===== src/rtl/apb_reg_slave.sv =====
// APB completer with a bank of word-aligned RW registers, a read-only
// write-count register in the top slot, a fixed number of PREADY wait states
// per access, and address/access error reporting on PSLVERR.
//
// Handshake: a transfer is one SETUP cycle (PSEL=1, PENABLE=0) followed by
// ACCESS cycles (PSEL=1, PENABLE=1). The transfer completes on the single
// cycle in which PREADY=1. PRDATA and PSLVERR are meaningful only in that
// cycle and are driven to 0 in every other cycle. Dropping PSEL before
// PREADY aborts the transfer without side effects.
module apb_reg_slave #(
    parameter int ADDR_WIDTH  = 32,
    parameter int DATA_WIDTH  = 32,
    parameter int NUM_REGS    = 8,
    parameter int WAIT_STATES = 1
) (
    input  logic                         ACLK,
    input  logic                         ARESET,
    input  logic [ADDR_WIDTH-1:0]        PADDR,
    input  logic                         PSEL,
    input  logic                         PENABLE,
    input  logic                         PWRITE,
    input  logic [DATA_WIDTH-1:0]        PWDATA,
    output logic [DATA_WIDTH-1:0]        PRDATA,
    output logic                         PREADY,
    output logic                         PSLVERR,
    output logic [NUM_REGS*DATA_WIDTH-1:0] reg_out
);

    localparam int IDX_W = $clog2(NUM_REGS);

    localparam logic [1:0] ST_IDLE   = 2'd0;
    localparam logic [1:0] ST_SETUP  = 2'd1;
    localparam logic [1:0] ST_ACCESS = 2'd2;

    localparam logic [3:0]       WS      = 4'(WAIT_STATES);
    localparam logic [IDX_W-1:0] CNT_IDX = IDX_W'(NUM_REGS - 1);

    logic [1:0]            state;
    logic [1:0]            state_nxt;
    logic [3:0]            wait_cnt;
    logic [DATA_WIDTH-1:0] regs [NUM_REGS];

    logic [IDX_W-1:0]      idx;
    logic                  addr_hit;
    logic                  access_err;
    logic                  acc_phase;
    logic                  xfer_done;
    logic                  wr_commit;

    // Address decode: word index plus checks for alignment and upper bits.
    assign idx        = PADDR[2 +: IDX_W];
    assign addr_hit   = (PADDR[1:0] == 2'b00) && ((PADDR >> (2 + IDX_W)) == '0);
    assign access_err = !addr_hit || (PWRITE && (idx == CNT_IDX));

    // PSEL & PENABLE means we are either in ACCESS or entering it this cycle
    // (from SETUP normally, or straight from IDLE on a protocol slip).
    assign acc_phase  = PSEL && PENABLE;

    // Reset gates PREADY so a transfer straddling reset never completes.
    assign xfer_done  = !ARESET && acc_phase && (wait_cnt == WS);
    assign wr_commit  = xfer_done && PWRITE && !access_err;

    assign PREADY     = xfer_done;
    assign PSLVERR    = xfer_done && access_err;
    assign PRDATA     = (xfer_done && !access_err) ? regs[idx] : '0;

    // Next-state logic; IDLE decodes PSEL immediately so back-to-back
    // transfers lose no cycle.
    always_comb begin
        state_nxt = state;
        case (state)
            ST_IDLE: begin
                if (PSEL && !PENABLE)
                    state_nxt = ST_SETUP;
                else if (acc_phase)
                    state_nxt = xfer_done ? ST_IDLE : ST_ACCESS;
            end
            ST_SETUP: begin
                if (!PSEL)
                    state_nxt = ST_IDLE;
                else if (PENABLE)
                    state_nxt = xfer_done ? ST_IDLE : ST_ACCESS;
            end
            ST_ACCESS: begin
                if (xfer_done || !PSEL)
                    state_nxt = ST_IDLE;
            end
            default: state_nxt = ST_IDLE;
        endcase
    end

    // State register.
    always_ff @(posedge ACLK) begin
        if (ARESET)
            state <= ST_IDLE;
        else
            state <= state_nxt;
    end

    // Wait-state counter: counts access cycles, clears outside the access phase
    // and on completion.
    always_ff @(posedge ACLK) begin
        if (ARESET)
            wait_cnt <= '0;
        else if (acc_phase && (wait_cnt < WS))
            wait_cnt <= wait_cnt + 4'd1;
        else
            wait_cnt <= '0;
    end

    // Register bank: RW slots take PWDATA, the top slot counts committed writes.
    always_ff @(posedge ACLK) begin
        if (ARESET) begin
            for (int i = 0; i < NUM_REGS; i++)
                regs[i] <= '0;
        end else if (wr_commit) begin
            for (int i = 0; i < NUM_REGS - 1; i++)
                if (idx == IDX_W'(i))
                    regs[i] <= PWDATA;
            regs[NUM_REGS-1] <= regs[NUM_REGS-1] + 1'b1;
        end
    end

    // Flatten the register bank for the surrounding logic.
    always_comb begin
        reg_out = '0;
        for (int i = 0; i < NUM_REGS; i++)
            reg_out[i*DATA_WIDTH +: DATA_WIDTH] = regs[i];
    end

endmodule


===== config.mk =====
export PLATFORM = sky130hd
export DESIGN_NAME = apb_reg_slave
export DESIGN_NICKNAME = d
export VERILOG_FILES = /design/src/rtl/apb_reg_slave.sv
export SDC_FILE = /design/constraint.sdc
export NUM_CORES = 1
export LEC_CHECK = 0
export CAP_MARGIN = 20
export CORE_MARGIN = 1
export CORE_UTILIZATION = 52
export CTS_CLUSTER_DIAMETER = 120
export DETAILED_ROUTE_END_ITERATION = 10
export PLACE_DENSITY_LB_ADDON = 0.15
export SLEW_MARGIN = 20
export SYNTH_ARGS = -nofsm -noshare
export SYNTH_HDL_FRONTEND = slang
export SYNTH_SLANG_ARGS = --single-unit

===== constraint.sdc =====
create_clock -name ACLK -period 15.6 [get_ports ACLK]
set_input_delay 3.12 -clock ACLK [delete_from_list [all_inputs] [get_ports ACLK]]
set_output_delay 3.12 -clock ACLK [all_outputs]
set_load 0.1 [all_outputs]

**Yosys cells after proc, flatten, opt, wreduce, memory -nomap -nowiden**

Memory sizes are Yosys's and may differ from the RTL's.
Index checks and enable logic that the tools add are counted.
W data, S select, Z words.

- Register bits after elaboration: 4
- RAM bits: 256
- Output and inout bits: 290
- Word-level logic and storage cells: 82
- Memories: 1

Memories:

| memory | depth | width | read ports | clocked after Yosys merged registers in | wr ports | RTL line | source |
|---|---|---|---|---|---|---|---|
| regs | 8 | 32 | 9 | 0 | 8 | 41 | `logic [DATA_WIDTH-1:0] regs [NUM_REGS];` |

- $add $sub $neg: 2
- Magnitude comparators: 1
- Equal/unequal tests: 8
- Multiplexer cells: 42
- Bitwise operators: 9
- Reduce and logical (&&, ||, !) cells: 18

Operator list:

| operator | count |
|---|---|
| $mux W32 | 9 |
| $mux W1 | 33 |
| $add A32 B1 Y32 const B | 1 |
| $logic_not A32 Y1 | 1 |
| $eq A3 B3 Y1 const B | 4 |
| $logic_and A1 B1 Y1 | 10 |
| $or A1 B1 Y1 | 8 |
| $eq A3 B2 Y1 const B | 2 |
| $add A4 B1 Y4 const B | 1 |
| $eq A4 B1 Y1 const B | 1 |
| $lt A4 B1 Y1 const B | 1 |
| $eq A3 B1 Y1 const B | 1 |
| $logic_not A1 Y1 | 3 |
| $logic_not A3 Y1 | 1 |
| $logic_not A2 Y1 | 1 |
| $reduce_or A2 Y1 | 1 |
| $logic_or A1 B1 Y1 | 1 |
| $not A1 Y1 | 1 |

**Longest topological paths before layout**

Gate-level depths: netlist of the first run.

- Depth in word-level cells: 10
- Mapped depth: 8
- Mapped depth without buffers: 6

**Least setup slack after synthesis of the first run**

No wires, ideal clock.

- Kind: input-to-output
- Start point: input port ARESET
- End point: output port PRDATA[10]
- Arrival time: 6258 ps
- Data required time: 12480 ps
- Slack: 6222 ps
- Cell stages on the path: 8
- Path through: clkbuf_8 nor3b_1 and2_1 nand2_1 inv_1 nand4_1 clkbuf_1 nor2_1

- Longest elaborated chain between the ends: 5

Ends and longest elaborated chain:

| item | RTL line | source |
|---|---|---|
| start, declared | 17 | `input logic ARESET,` |
| $logic_not A1 Y1 | 60 | `assign xfer_done = !ARESET && acc_phase && (wait_cnt == WS);` |
| $logic_and A1 B1 Y1 (2 in a row) | 60 |  |
| named net PREADY | 24 | `output logic PREADY,` |
| $logic_and A1 B1 Y1 | 65 | `assign PRDATA = (xfer_done && !access_err) ? regs[idx] : '0;` |
| $mux W32 | 65 |  |
| end, declared | 23 | `output logic [DATA_WIDTH-1:0] PRDATA,` |

The timed path passes the listed nets, and every way through them passes these cells.

**Worst setup path after layout of the first run**

- Start point: input port ARESET
- End point: output port PRDATA[11]

- Longest elaborated chain between the ends: 5

Ends and longest elaborated chain:

| item | RTL line |
|---|---|
| $logic_not A1 Y1 | 60 |
| $logic_and A1 B1 Y1 (2 in a row) | 60 |
| $logic_and A1 B1 Y1 | 65 |
| $mux W32 | 65 |

Every way passes these cells.

==> out/qor.yml, run 1 <==
setup_path:
  cp_max_fo: 64
  cp-end-kind: "output pin"
  worstSetupStartpointType: "input pin"
  critPathArrivalTime_ps: 7720
  criticalPathCategory: "in2out"
  worst_ep_required_time_ps: 12480
logic_synthesis:
  synth.area.top_cells: "edfxtp_1, mux4_2, nor4_1"
  syn_area_sq_um: 12500
  synth_common_cells: "edfxtp_1, nor4_1, nor2_1"
  synth.avg_cell_area_sq_um: 13.3
  synth-seq-area-share: 0.620
  ys_seq_elements: 260
  yosys_warnings: 0
  post-synth-top-count-cell: "edfxtp_1"
  syn_nets: 1012
  synth.top_cell.area_share: 0.614
  synth_cell_types: 43
  ys.flop_type: "edfxtp_1"
  synthCells: 939
  synth_edf_count: 256
  synth_top_cell_by_area: "edfxtp_1"
  async_reset_ff_frac: 0
floorplanning:
  row_count: 56
  die_area_sq_um: 24700
  chipWidth_um: 157
  die_y_um: 157
  core_area_sq_um: 23500
  start_util: 0.532
  io-pin-count: 359
grt:
  antenna_found_initial: 1
  gr-total-overflow: 0
  grt_usage: 0.348
  grt_pass1_vias: 10200
  grt_start_max_net_pins: 86
  grt_pass1_wl_um: 62100
detailed_routing:
  viasPerCell: 6.36
  drtIter0Drc: 932
  num_vias: 10200
  antenna_left: 0
  avgRoutedWirePerCell_um: 26.8
  drtPass1Iterations: 5
  wl_um: 42900
  drc: 0
placed_design:
  port_buffers: 358
  pre_cts_slack_ps: 4790
  routabilityCongestion: 0.829
  dp_cells: 1551
  hpwl_um: 27500
layout:
  fillers: 1614
  nets: 1334
  final_cells: 1602
  utilization: 0.738
  synthToLayoutAreaGrowth_pct: 38.8
  drive_above_1_share: 0.121
sta:
  clock_skew_ps: 13.2
  max_freq_ghz: 0.0923
  timing_hold_violations_final: 0
  slew_viol_final: 0
  finalCritPeriodShare: 0.695
  grt_setup_unrepaired: "false"
  hold_ws_ps: 579
  finalSetupViolCount: 0
  tns_ps: 0
  relSlewSlack: 0.235
  worst_slack_ps: 4760
  tightestPinTransition_ps: 1140
  fin_crit_ps: 10840
outcome:
  status: "finished, final reports clean"
power_and_ir_drop:
  p_leak_nw: 5.98
  vdd_drop_max_mv: 0.0722
  cellPowerDensity_nw_per_um2: 115
clock_network:
  clk_pin_slew_ps: 60
  cts_setup_buffers: 0
  cts_buffer_depth: 3
  clkSinkCount: 260
  root_buffer: "clkbuf_16"
  cts_tree: "built"
  clk-insertion-delay-late_ps: 540
  numCtsBuffers: 27
  cts_hold_buf: 0
  cts_resized: 0
  cts_max_level: 1
min_path:
  min-delay-path-class: "reg2reg"
flow_run:
  maxCapViolations: 0
## sequential cells by signal, indices dropped and copies added, names as in the netlist
signal and count:
wait_cnt 4, regs 256
## cell type report
cell class	count	area (sq um)	area share
antenna	1	2.50	0.000144
clock buffer	31	691	0.0397
clock inverter	19	322	0.0185
inverter	41	154	0.00885
multi-input combinational	550	4300	0.247
sequential	260	7770	0.447
tap	319	399	0.0230
timing repair buffer	381	3750	0.216
## metal layers
metal,vias to the layer above,global-route usage,share of wire
met5,-,0,0
met1,5042,0.445,0.36
met3,131,0.0903,0.12
met4,0,0.152,0.043
li1,4310,-,-
met2,708,0.562,0.48
## power by group
part | leakage, nW | internal (mW) | total (mW) | switching, mW
clock network | 0.500 | 0.466 | 0.742 | 0.276
logic | 2.87 | 0.104 | 0.420 | 0.316
registers | 2.61 | 0.800 | 0.830 | 0.0297
total | 5.98 | 1.37 | 1.99 | 0.621
## through the flow
stage / power, mW / instance area (sq um)
CTS: 1.99 / 17400
floorplan: 1.14 / 12500
global route: 2.03 / 17400
finish: 1.99 / 17400
global placement: 1.26 / 16400
detailed placement: 1.26 / 16400
## placed cells by master, fill, tap and decap left out, types with 3 or more instances in the layout
cell type | Yosys | final
and4_1 | 4 | 4
and2_1 | 3 | 3
nand2_1 | 77 | 73
clkinv_2 | 0 | 7
o41ai_2 | 0 | 5
nand4_1 | 15 | 15
nor2_1 | 113 | 113
mux2i_1 | 32 | 32
edfxtp_1 | 256 | 256
or3_1 | 8 | 8
a21oi_1 | 19 | 19
clkdlybuf4s50_1 | 0 | 355
clkbuf_16 | 0 | 27
ha_1 | 4 | 4
nor4_1 | 137 | 137
buf_4 | 1 | 25
clkbuf_1 | 70 | 4
dfxtp_1 | 4 | 4
mux4_2 | 63 | 63
or4_1 | 7 | 7
xor2_1 | 6 | 6
nand2_4 | 0 | 3
inv_1 | 40 | 39
o21ai_0 | 9 | 8
and3_1 | 3 | 3
o31ai_1 | 8 | 8
nand3_1 | 11 | 10
xnor2_1 | 6 | 6
bufinv_16 | 0 | 9
## cells by family after synthesis
| group | count (synthesis) | share of synthesized area |
|---|---|---|
| and+or+nand+nor | 394 | 0.163 |
| muxes | 96 | 0.141 |
| adders and majority gates | 4 | 0.00400 |
| buffers and inverters | 129 | 0.0428 |
| DFF | 260 | 0.620 |
| other | 1 | 0.000299 |
| xor gates and xnor gates | 12 | 0.00839 |
| AOI/OAI and AO/OA | 43 | 0.0209 |
## path summary, 6_finish.rpt
check	start	end	slack, ps	cells past startpoint
setup / recovery	ARESET	PRDATA[11]	4760	10
setup reg to reg	wait_cnt[2]$_SDFF_PP0_	regs[6][5]$_SDFFCE_PP0P_	12570	6
hold / removal	wait_cnt[0]$_SDFF_PP0_	wait_cnt[0]$_SDFF_PP0_	580	2
hold reg to reg	wait_cnt[0]$_SDFF_PP0_	wait_cnt[0]$_SDFF_PP0_	580	2
## worst max-delay path: stages
cell and delay, ps:
clkdlybuf4s50_1 400, buf_4 260, nor3b_1 230, and2_1 260, nand2_4 380, inv_1 290
nand4_1 810, buf_4 560, nor2_1 180, clkdlybuf4s50_1 1170
Note: power is estimated with default switching activity, not from simulation.
==> run 2: changes to the inputs <==
--- a/config.mk
+++ b/config.mk
@@ -7,7 +7,7 @@
 export LEC_CHECK = 0
 export CAP_MARGIN = 20
 export CORE_MARGIN = 1
-export CORE_UTILIZATION = 52
+export CORE_UTILIZATION = 48
 export CTS_CLUSTER_DIAMETER = 120
 export DETAILED_ROUTE_END_ITERATION = 10
 export PLACE_DENSITY_LB_ADDON = 0.15
==> constraint.sdc (replaced) <==
create_clock -name ACLK -period 10 [get_ports ACLK]
set_input_delay 2 -clock ACLK [delete_from_list [all_inputs] [get_ports ACLK]]
set_output_delay 2 -clock ACLK [all_outputs]
set_load 0.1 [all_outputs]
==> out/qor.yml, run 2 (same netlist as run 1, synthesis figures left out) <==
outcome:
  status: "finished, final reports clean"
layout:
  final_common_cell: "clkdlybuf4s50_1"
  final_cell_mix: "clkdlybuf4s50_1, edfxtp_1, nor4_1"
  final_cells: 1619  # +1.1%
  drive_above_1_share: 0.140  # +0.0190
  nets: 1338  # +0.30%
  largest_reg_flops: 256  # unchanged
  top_register: "regs"
  top_regs: "regs: 256 flops, wait_cnt: 4 flops"
  synthToLayoutAreaGrowth_pct: 38.4
power_and_ir_drop:
  combPwrFrac: 0.216  # +0.005
  p_clk_frac: 0.359  # -0.014
  cellPowerDensity_nw_per_um2: 175  # +53%
  switching_share: 0.320  # +0.00776
  p_int_mw: 2.07  # +51%
  vdd_drop_max_mv: 0.132  # +83%
  p_leak_nw: 6.01  # +0.52%
  power_frac_seq: 0.425  # +0.008
  switchingPower_mw: 0.973  # +57%
min_path:
  min_path_cells: 2  # unchanged
  hold_start: "wait_cnt[0]$_SDFF_PP0_"
  min-delay-path-class: "reg2reg"
  min_to: "wait_cnt[0]$_SDFF_PP0_"
floorplanning:
  chipWidth_um: 164  # +4.0%
  die_y_um: 164  # +4.0%
  die_area_sq_um: 26700  # +8.2%
  row_count: 58  # +3.6%
  core_area_sq_um: 25400  # +7.9%
  io-pin-count: 359  # unchanged
  start_util: 0.493  # -0.0389
grt:
  gr-total-overflow: 0  # unchanged
  grt_usage: 0.316  # -0.0319
  grt_start_max_net_pins: 82  # -4.7%
  grt_pass1_wl_um: 61300  # -1.3%
  antenna_found_initial: 1  # unchanged
  grt_pass1_vias: 9794  # -3.9%
setup_path:
  cp_max_fo: 56  # -13%
  cp-end-kind: "output pin"
  critPathArrivalTime_ps: 6170  # -1550 ps
  reg2regPathDepth: 6  # unchanged
  r2r-end: "regs[7][11]$_SDFFCE_PP0P_"
  worstSetupStartpointType: "input pin"
  worst_ep_required_time_ps: 8000  # -4480 ps
  criticalPathCategory: "in2out"
  r2r_slack_ps: 7160  # -5410 ps
  r2r-start: "wait_cnt[2]$_SDFF_PP0_"
detailed_routing:
  drc: 0  # unchanged
  antenna_left: 0  # unchanged
  drtPass1Iterations: 5  # unchanged
  avgRoutedWirePerCell_um: 26.3  # -1.7%
  wl_um: 42600  # -0.63%
  num_vias: 10000  # -1.4%
  viasPerCell: 6.21  # -2.4%
  drtIter0Drc: 922  # -1.1%
clock_network:
  clkSinkCount: 260  # unchanged
  cts_buffer_depth: 3  # unchanged
  cts_tree: "built"
  cts_resized: 0  # unchanged
  clk-insertion-delay-late_ps: 550  # about the same
  cts_max_level: 1  # unchanged
  root_buffer: "clkbuf_16"
  numCtsBuffers: 28  # +3.7%
  cts_setup_buffers: 0  # unchanged
  cts_hold_buf: 0  # unchanged
  clk_pin_slew_ps: 60  # about the same
sta:
  timing_hold_violations_final: 0  # unchanged
  clock_skew_ps: 17.8  # +4.57 ps
  finalCritPeriodShare: 0.817
  tns_ps: 0  # unchanged
  tightestPinTransition_ps: 1130  # -13.3 ps
  max_freq_ghz: 0.122
  grt_setup_unrepaired: "false"
  relSlewSlack: 0.244  # +0.00889
  slew_viol_final: 0  # unchanged
  fin_crit_ps: 8170
  finalSetupViolCount: 0  # unchanged
flow_run:
  maxCapViolations: 0  # unchanged
placed_design:
  dp_cells: 1564  # +0.84%
  routabilityCongestion: 0.832  # +0.35%
  port_buffers: 358  # unchanged
  hpwl_um: 27100  # -1.5%
==> run 2: changes by cell type in the layout (fill, tap and decap cells not counted), moves of 2 or more <==
cell	delta
buf_4	+25
clkdlybuf4s50_1	-23
bufinv_16	-4
clkinv_1	+4
clkinv_2	-4
clkinvlp_4	+4
clkbuf_16	+2
clkinv_4	+2
==> run 2: worst max-delay path, stage by stage <==
cell and delay [ps]:
clkdlybuf4s50_1 400, buf_4 250, nor3b_1 200, and2_1 260, nand2_4 360, inv_1 270
nand4_1 790, nor2_1 380, clkdlybuf4s50_1 1210
==> run 2: area by class of cell <==
type / instances / area, sq um
timing repair buffer: 384 / 3730
clock buffer: 32 / 737
inverter: 41 / 154
multi-input combinational: 550 / 4300
clock inverter: 20 / 235
antenna: 2 / 5.00
tap: 330 / 413
sequential: 260 / 7770
fill: 1882 / 8060
==> run 2: how the worst max path moves through the flow <==
stage / startpoint / end / slack, ps
after global placement: ARESET / PRDATA[23] / 2060
after CTS: ARESET / PRDATA[30] / 1830
final: ARESET / PRDATA[30] / 1830
after floorplan: ARESET / PRDATA[10] / 2860
after global routing: ARESET / PRDATA[30] / 1640
after detailed placement: ARESET / PRDATA[30] / 1910
==> run 2: power groups by stage <==
| stage | registers [mW] | clock network (mW) | logic, mW |
|---|---|---|---|
| final | 1.29 | 1.09 | 0.656 |
| after global routing | 1.30 | 1.14 | 0.672 |
| after CTS | 1.29 | 1.10 | 0.655 |
| after detailed placement | 1.32 | 0 | 0.653 |
| after global placement | 1.31 | 0 | 0.651 |
| after floorplan | 1.66 | 0 | 0.123 |
==> run 2: per-layer routing <==
| layer | vias to the layer above | wire, um | global-route usage |
|---|---|---|---|
| met5 | - | 0 | 0 |
| li1 | 4319 | - | - |
| met4 | 0 | 1140 | 0.0993 |
| met3 | 76 | 4440 | 0.0683 |
| met1 | 5022 | 16500 | 0.435 |
| met2 | 632 | 20500 | 0.503 |
==> run 2: through the flow <==
step / hold WS (ps) / utilization / area (sq um) / total power, mW / setup slack [ps]
floorplan: 519 / - / 12500 / 1.78 / 2860
global placement: 556 / 0.643 / 16300 / 1.96 / 2060
detailed placement: 552 / 0.643 / 16300 / 1.97 / 1910
CTS: 570 / 0.681 / 17300 / 3.05 / 1830
global route: 596 / 0.683 / 17300 / 3.11 / 1640
finish: 575 / 0.683 / 17300 / 3.04 / 1830
